[src/rtl/stream_wrr_arbiter_if.sv]
// Stream bundle for the weighted round-robin arbiter: NPORT input streams and one merged output.
// The slave modport is the arbiter's view; master is the surrounding logic that sources and sinks data.
interface stream_wrr_arbiter_if #(
    parameter int DW    = 32,
    parameter int NPORT = 4,
    parameter int SW    = $clog2(NPORT)
);
    logic [NPORT-1:0]    s_tvalid;
    logic [NPORT-1:0]    s_tready;
    logic [NPORT*DW-1:0] s_tdata;
    logic [NPORT-1:0]    s_tlast;
    logic                m_tvalid;
    logic                m_tready;
    logic [DW-1:0]       m_tdata;
    logic                m_tlast;
    logic [SW-1:0]       m_tsel;

    modport slave (
        input  s_tvalid, s_tdata, s_tlast, m_tready,
        output s_tready, m_tvalid, m_tdata, m_tlast, m_tsel
    );

    modport master (
        output s_tvalid, s_tdata, s_tlast, m_tready,
        input  s_tready, m_tvalid, m_tdata, m_tlast, m_tsel
    );
endinterface

[src/rtl/stream_wrr_arbiter.sv]
// Packet-aware weighted round-robin arbiter: grants are held for whole packets, up to a
// per-port packet budget, with request suppression, a packet counter and a sticky stall flag.
module stream_wrr_arbiter #(
    parameter int DW          = 32,
    parameter int NPORT       = 4,
    parameter int SW          = $clog2(NPORT),
    parameter int STALL_LIMIT = 1024
) (
    input  logic                 aclk,
    input  logic                 areset,
    stream_wrr_arbiter_if.slave  axis,
    input  logic [NPORT-1:0]     arb_req_suppress,
    input  logic [NPORT*4-1:0]   weight,
    output logic                 busy,
    output logic [31:0]          pkts_out,
    output logic                 stall_err
);
    localparam int            CW = $clog2(STALL_LIMIT + 1);
    localparam logic [SW:0]   NP = (SW+1)'(NPORT);

    typedef enum logic [0:0] {IDLE = 1'b0, GRANT = 1'b1} state_t;

    state_t          state_reg, state_next;
    logic [SW-1:0]   ptr_reg, ptr_next;
    logic [SW-1:0]   sel_reg, sel_next;
    logic [3:0]      credits_reg, credits_next;
    logic            pkt_open_reg, pkt_open_next;
    logic [CW-1:0]   stall_cnt_reg, stall_cnt_next;
    logic [31:0]     pkts_out_reg, pkts_out_next;
    logic            stall_err_reg, stall_err_next;

    logic [NPORT-1:0] eligible;
    logic [NPORT-1:0] rot_elig;
    logic [SW-1:0]    rot_idx [NPORT];
    logic [3:0]       weight_arr [NPORT];
    logic [DW-1:0]    data_arr [NPORT];
    logic [SW-1:0]    off;
    logic [SW-1:0]    pick;
    logic [SW-1:0]    sel_inc;
    logic             any_elig;
    logic             in_grant;
    logic             beat;

    assign eligible = axis.s_tvalid & ~arb_req_suppress;
    assign any_elig = |eligible;
    assign in_grant = (state_reg == GRANT);

    // rot_elig[k] is the eligibility of port (ptr + k) mod NPORT, so the lowest set bit wins.
    for (genvar gi = 0; gi < NPORT; gi++) begin : g_port
        logic [SW:0] sum;
        assign sum            = {1'b0, ptr_reg} + (SW+1)'(gi);
        assign rot_idx[gi]    = (sum >= NP) ? SW'(sum - NP) : SW'(sum);
        assign rot_elig[gi]   = eligible[rot_idx[gi]];
        assign weight_arr[gi] = weight[gi*4 +: 4];
        assign data_arr[gi]   = axis.s_tdata[gi*DW +: DW];
        assign axis.s_tready[gi] = in_grant && (sel_reg == SW'(gi)) && axis.m_tready;
    end

    always_comb begin
        off = '0;
        for (int k = NPORT - 1; k >= 0; k--) begin
            if (rot_elig[k]) off = SW'(k);
        end
    end

    assign pick    = rot_idx[off];
    assign sel_inc = (sel_reg == SW'(NPORT - 1)) ? '0 : sel_reg + 1'b1;

    assign axis.m_tvalid = in_grant & axis.s_tvalid[sel_reg];
    assign axis.m_tdata  = data_arr[sel_reg];
    assign axis.m_tlast  = in_grant & axis.s_tlast[sel_reg];
    assign axis.m_tsel   = sel_reg;
    assign beat          = axis.m_tvalid & axis.m_tready;

    always_comb begin
        state_next     = state_reg;
        ptr_next       = ptr_reg;
        sel_next       = sel_reg;
        credits_next   = credits_reg;
        pkt_open_next  = pkt_open_reg;
        pkts_out_next  = pkts_out_reg;
        stall_cnt_next = '0;
        stall_err_next = stall_err_reg;
        case (state_reg)
            IDLE: begin
                if (any_elig) begin
                    sel_next      = pick;
                    credits_next  = (weight_arr[pick] == 4'd0) ? 4'd1 : weight_arr[pick];
                    pkt_open_next = 1'b0;
                    state_next    = GRANT;
                end
            end
            GRANT: begin
                if (beat) begin
                    if (axis.s_tlast[sel_reg]) begin
                        pkt_open_next = 1'b0;
                        pkts_out_next = pkts_out_reg + 32'd1;
                        credits_next  = credits_reg - 4'd1;
                        if (credits_next == 4'd0) begin
                            ptr_next   = sel_inc;
                            state_next = IDLE;
                        end
                    end else begin
                        pkt_open_next = 1'b1;
                    end
                end else if (!pkt_open_reg &&
                             (!axis.s_tvalid[sel_reg] || arb_req_suppress[sel_reg])) begin
                    ptr_next   = sel_inc;
                    state_next = IDLE;
                end
                // Source starved mid-packet: keep the grant, count the starvation.
                if (pkt_open_reg && !axis.s_tvalid[sel_reg]) begin
                    stall_cnt_next = (stall_cnt_reg == CW'(STALL_LIMIT)) ? stall_cnt_reg
                                                                        : stall_cnt_reg + 1'b1;
                end
            end
            default: state_next = IDLE;
        endcase
        if (stall_cnt_next == CW'(STALL_LIMIT)) stall_err_next = 1'b1;
    end

    always_ff @(posedge aclk) begin
        if (areset) begin
            state_reg     <= IDLE;
            ptr_reg       <= '0;
            sel_reg       <= '0;
            credits_reg   <= '0;
            pkt_open_reg  <= 1'b0;
            stall_cnt_reg <= '0;
            pkts_out_reg  <= '0;
            stall_err_reg <= 1'b0;
        end else begin
            state_reg     <= state_next;
            ptr_reg       <= ptr_next;
            sel_reg       <= sel_next;
            credits_reg   <= credits_next;
            pkt_open_reg  <= pkt_open_next;
            stall_cnt_reg <= stall_cnt_next;
            pkts_out_reg  <= pkts_out_next;
            stall_err_reg <= stall_err_next;
        end
    end

    assign busy      = in_grant;
    assign pkts_out  = pkts_out_reg;
    assign stall_err = stall_err_reg;
endmodule

[src/flat_wrapper.sv]
// flat-port wrapper written by rule: the top's interface ports become plain ports
module stream_wrr_arbiter_flat 
#(
    parameter int DW          = 32,
    parameter int NPORT       = 4,
    parameter int SW          = $clog2(NPORT),
    parameter int STALL_LIMIT = 1024
)
  (aclk, areset, arb_req_suppress, weight, busy, pkts_out, stall_err, axis_s_tvalid, axis_s_tdata, axis_s_tlast, axis_m_tready, axis_s_tready, axis_m_tvalid, axis_m_tdata, axis_m_tlast, axis_m_tsel);
  stream_wrr_arbiter_if #(.DW(DW), .NPORT(NPORT), .SW(SW)) axis_i ();
  input  logic aclk;
  input  logic areset;
  input  logic [NPORT-1:0] arb_req_suppress;
  input  logic [NPORT*4-1:0] weight;
  output logic busy;
  output logic [31:0] pkts_out;
  output logic stall_err;
  input wire logic [$bits(axis_i.s_tvalid)-1:0] axis_s_tvalid;
  input wire logic [$bits(axis_i.s_tdata)-1:0] axis_s_tdata;
  input wire logic [$bits(axis_i.s_tlast)-1:0] axis_s_tlast;
  input wire logic [$bits(axis_i.m_tready)-1:0] axis_m_tready;
  output wire logic [$bits(axis_i.s_tready)-1:0] axis_s_tready;
  output wire logic [$bits(axis_i.m_tvalid)-1:0] axis_m_tvalid;
  output wire logic [$bits(axis_i.m_tdata)-1:0] axis_m_tdata;
  output wire logic [$bits(axis_i.m_tlast)-1:0] axis_m_tlast;
  output wire logic [$bits(axis_i.m_tsel)-1:0] axis_m_tsel;
  assign axis_i.s_tvalid = axis_s_tvalid;
  assign axis_i.s_tdata = axis_s_tdata;
  assign axis_i.s_tlast = axis_s_tlast;
  assign axis_i.m_tready = axis_m_tready;
  assign axis_s_tready = axis_i.s_tready;
  assign axis_m_tvalid = axis_i.m_tvalid;
  assign axis_m_tdata = axis_i.m_tdata;
  assign axis_m_tlast = axis_i.m_tlast;
  assign axis_m_tsel = axis_i.m_tsel;
  stream_wrr_arbiter #(.DW(DW), .NPORT(NPORT), .SW(SW), .STALL_LIMIT(STALL_LIMIT)) u_core (.aclk(aclk), .areset(areset), .axis(axis_i), .arb_req_suppress(arb_req_suppress), .weight(weight), .busy(busy), .pkts_out(pkts_out), .stall_err(stall_err));
endmodule
[config.mk]
export PLATFORM = sky130hd
export DESIGN_NAME = stream_wrr_arbiter_flat
export DESIGN_NICKNAME = d
export VERILOG_FILES = /design/src/rtl/stream_wrr_arbiter_if.sv /design/src/rtl/stream_wrr_arbiter.sv /design/src/flat_wrapper.sv
export SDC_FILE = /design/constraint.sdc
export NUM_CORES = 1
export LEC_CHECK = 0
export ABC_AREA = 0
export CELL_PAD_IN_SITES_DETAIL_PLACEMENT = 1
export CELL_PAD_IN_SITES_GLOBAL_PLACEMENT = 2
export CORE_MARGIN = 1.5
export CORE_UTILIZATION = 23
export DETAILED_ROUTE_END_ITERATION = 10
export HOLD_SLACK_MARGIN = 0.02
export PLACE_DENSITY_LB_ADDON = 0.1
export SLEW_MARGIN = 20
export SYNTH_ARGS = -nofsm -noshare
export SYNTH_HDL_FRONTEND = slang
export SYNTH_SLANG_ARGS = --single-unit
[constraint.sdc]
create_clock -name aclk -period 5.4 [get_ports aclk]
set_clock_uncertainty 0.2 [all_clocks]
set_input_delay 1.08 -clock aclk [delete_from_list [all_inputs] [get_ports aclk]]
set_output_delay 1.08 -clock aclk [all_outputs]
set_load 0.02 [all_outputs]
---- After elaboration in Yosys (flattened, before gate mapping) ----
Index checks and enable logic that the tools add are counted.
storage, ports and cells
  input port bits ......................... 159
  bits in read-only memories .............. 0
  logic and storage cells ................. 127
  register bits after elaboration ......... 54
  latch bits .............................. 0
  memories ................................ 0
  bits in writable memories ............... 0
  output and inout bits ................... 74
operators by class
  equality and inequality tests ........... 10
  bitwise gates (word level) .............. 9
  multiply operators ...................... 0
  divide/modulo/power cells ............... 0
  shift-type cells ........................ 0
  $lt $le $gt $ge ......................... 12
  add/subtract/negate cells ............... 11
  reductions and logical operators ........ 23
  multiplexer cells ....................... 54
operator list
  kind                   number
  $bmux 32 s2            1
  $mux 32                2
  $mux 11                3
  $add 32x1->32 const B  1
  $mux 2                 15
  $mux 4                 6
  $eq 11x11->1 const B   2
  $ge 3x3->1 const B     6
  $lt 2x3->1 const B     5
  $mux 1                 15
  $bmux 1 s2             7
  $add 11x1->11 const B  1
  $logic_and 1x1->1      10
  $not 2->3              3
  $bmux 4 s2             1
  $logic_not 4->1        2
  $ne 2x2->1 const B     4
  $pmux 4 s2             1
  $sub 2x1->2 const B    4
  $add 2x2->3 const B    2
  $reduce_and 3->1       2
  $and 4x4->4            1
  $bmux 2 s2             1
  $eq 2x2->1 const B     2
  17 further kinds       22

---- Logic depth before layout (Yosys ltp) ----
  depth in word-level cells ............... 21
  gate-level depth with buffers ........... 8

---- Least setup slack after synthesis ----
OpenSTA, ideal clock, no wires.
  path type ............................... input to output
  start point ............................. in axis_s_tvalid[3]
  end point ............................... out axis_m_tvalid
  path buffers ............................ 0
  setup slack ............................. 2.251 ns
  stages on the path ...................... 2
  required time ........................... 4.120 ns
  arrival ................................. 1.869 ns
  cell sequence ........................... mux4_2 > and2_1
on the way
  word-level cells in the longest chain between the ends .. 3
RTL lines
  item                          RTL line                  source
  from (decl)                   flat_wrapper.sv:18        input wire logic [$bits(axis_i.s_tvalid)-1:0] axis_s_tvalid;
  $bmux 1 s2                    stream_wrr_arbiter.sv:69  assign axis.m_tvalid = in_grant & axis.s_tvalid[sel_reg];
  $mux 1 (implied by the code)  stream_wrr_arbiter.sv:69
  $and 1x1->1                   stream_wrr_arbiter.sv:69
  to (decl)                     flat_wrapper.sv:23        output wire logic [$bits(axis_i.m_tvalid)-1:0] axis_m_tvalid;
No other way between the ends. The select of a mux whose other input is x is not followed.

---- Final worst setup path ----
Ends and elaborated chain as after synthesis.

==> impl_metrics.yaml <==
setup_path:
  reg2reg_from: "u_core.axis.m_tsel[1]$_SDFFE_PP0P_"
  worstPathMaxFanout: 8
  arrival_ns: 2.92
  endpoint_kind: "output port"
  path_class: "in2out"
  worstRegToRegCells: 6
  crit_required_ns: 4.12
  rrSetupSlack_ns: 2.63
  start_kind: "input pin"
  r2r_end: "u_core.pkts_out[31]$_SDFFE_PP0P_"
layout:
  final_util_pct: 39.61
  multi_input_area_um2: 2718
  regArea_um2: 1084
  n_fill_cell: 1907
  drive_above_1_share_pct: 10.95
  antenna_cells: 0
  area_growth_pct: 66.99
  layout.nets: 806
  final_cell_area_um2: 6615
  final_cells: 859
  largest_reg_flops: 32
yosys:
  synth.area.mux_share_pct: 23.56
  syn_inst: 418
  synth_compound_area_share_pct: 8.970
  synth_seq_cells: 54
  synth_edf_count: 0
  synth.area.top_cells: "dfxtp_1 27%, mux4_2 20%, nor2_1 5.7%"
  synth_simple_gate_area_share_pct: 25.05
  seq_area_frac_synth_pct: 27.29
  synth_top_area_share_pct: 27.29
  synth_top_family_by_area: "simple AND/OR/NAND/NOR gates"
  synth_largest_area_cell: "dfxtp_1"
  syn_area_per_cell_um2: 9.477
  synth.distinct_cells: 60
  synthArstFlopShare_pct: 0
  synth_area_um2: 3961
  synthAdderAreaFrac_pct: 2.843
  synth_fp_nets: 586
  ys_warn_count: 0
  yosys_most_used_dff: "dfxtp_1"
  post_synth_xor_area_fraction_pct: 8.181
power_and_ir_drop:
  power_density_nw_per_um2: 177.6
  vdd_ir_drop_max_mv: 0.1393
  static-leakage-power_nw: 2.201
  power.total_mw: 1.175
routing:
  first_iter_violations: 106
  avgRoutedWirePerCell_um: 18.43
  antenna_left: 0
  firstDrtPassIters: 4
  wl_mm: 15.83
  vias: 4090
  viasPerCell: 4.761
  drcViolationCount: 0
placed_design:
  place.gp.congestion: 0.8518
  placed_cells: 851
  dp_hpwl_mm: 13.28
  post-place-ws_ns: 1.185
  placed_area_um2: 6472
  io_buffer_count: 232
cts:
  root_buffer: "clkbuf_16"
  h-tree-depth: 2
  cts_num_sinks: 54
  post_cts_buffers: 0
  clkTransAtPathRegs_ns: 0.07
  cts_buffer_depth: 2
  cts_resized: 0
  cts_tree: "yes"
  numCtsBuffers: 5
  worstSkewPairLatency_ns: 0.29
  cts_hold_buf: 0
timing:
  max_slew_margin_pct: 37.17
  slew_violations: 0
  setup-violations-final: 0
  tightest_slew_ns: 0.9424
  fmax_mhz: 238.1
  rsz0062_at_grt: "false"
  setup_tns_ns: 0
  fin_crit_ns: 4.201
  setup_ws_ns: 1.199
  finalHoldViolCount: 0
  period_share_pct: 77.79
  fin_hold_ws_ns: 0.2518
global_route:
  grt-ovfl-total: 0
  grt_pass1_wl_mm: 25.14
  grtUsageTotal_pct: 17.72
  grt_pass1_vias: 4526
  antenna_found_initial: 0
  grt_start_max_net_pins: 51
outcome:
  outcome: "finished, final reports clean"
floorplan:
  die_area_um2: 18020
  rows: 47
  initial_utilization_pct: 23.72
  pin_count: 233
  die_y_um: 134.2
  core_area_um2: 16700
  die_x_um: 134.2
run:
  drv_cap: 0
worst_hold_path:
  hp-start: "u_core.stall_err$_SDFFE_PP0N_"
  min_path_cells: 2
  hp-class: "reg2reg"
  min_to: "u_core.stall_err$_SDFFE_PP0N_"
==> synth_stat cells, drive strengths merged, types with 7 or more instances <==
cell / number
nor2: 60
nor3: 13
buf: 8
ha: 9
xor2: 21
clkbuf: 13
mux2i: 10
nand3: 21
mux4: 35
or3: 9
inv: 17
xnor2: 16
and3: 7
nand4: 15
o21ai: 9
a21oi: 17
nand2b: 7
nand2: 25
dfxtp: 54
==> layout by cell type (no fill, tap or decap), types with 5 or more instances in the layout <==
master,n
dfxtp_1,52
xnor2_1,16
and2_1,5
a21oi_1,17
nor2_1,60
nand4_1,13
o21ai_0,7
ha_1,9
and3_1,7
clkbuf_16,5
inv_1,17
mux2i_1,10
nand2_1,24
nor3_1,9
nor2b_1,5
nand3_1,19
xor2_1,21
nand2b_1,6
mux4_2,35
or3_1,9
clkdlybuf4s50_1,231
==> worst max-delay path, cell delays in order <==
cell,delay (ns)
clkdlybuf4s50_1,0.45
mux4_2,0.61
and2_1,0.21
clkdlybuf4s50_1,0.56
==> area by class of cell <==
cell class	instances	share of cell area [%]
multi-input combinational	326	41.08
timing repair buffer	234	35.26
sequential	54	16.38
tap	220	4.161
clock buffer	6	1.948
inverter	17	0.9646
clock inverter	2	0.2081
==> power by group <==
group	internal (mW)	switching (mW)
logic	0.252	0.174
registers	0.408	0.0221
clock network	0.173	0.147
total	0.832	0.343
==> per-layer routing <==
layer	up-vias	share of wire, %	global-route usage [%]	routed length (um)
met5	-	0	0	0
met4	0	0.63	2.151	99
met3	8	5.4	3.855	851
met2	115	51	32.08	8073
met1	1993	43	22.09	6809
li1	1974	-	-	-
==> worst max path at each step <==
| stage | start | to | slack (ns) |
|---|---|---|---|
| CTS | axis_s_tvalid[3] | axis_m_tvalid | 1.19 |
| global placement | axis_s_tvalid[3] | axis_m_tvalid | 1.22 |
| detailed placement | axis_s_tvalid[3] | axis_m_tvalid | 1.18 |
| floorplan | axis_s_tvalid[3] | axis_m_tvalid | 2.25 |
| global route | axis_s_tvalid[3] | axis_m_tvalid | 1.15 |
| finish | axis_s_tvalid[3] | axis_m_tvalid | 1.20 |
==> cell families (layout without fill, tap and decap cells) <==
logic type	count (synthesis)	after routing
adder cells (fa/ha/maj)	9	9
XOR/XNOR	37	37
flip-flops	54	54
buffers and inverters	38	259
AND/OR/NAND/NOR	183	183
multiplexers	49	49
AO/OA/AOI/OAI	48	48
No activity file was read; power rests on OpenSTA's default activity.
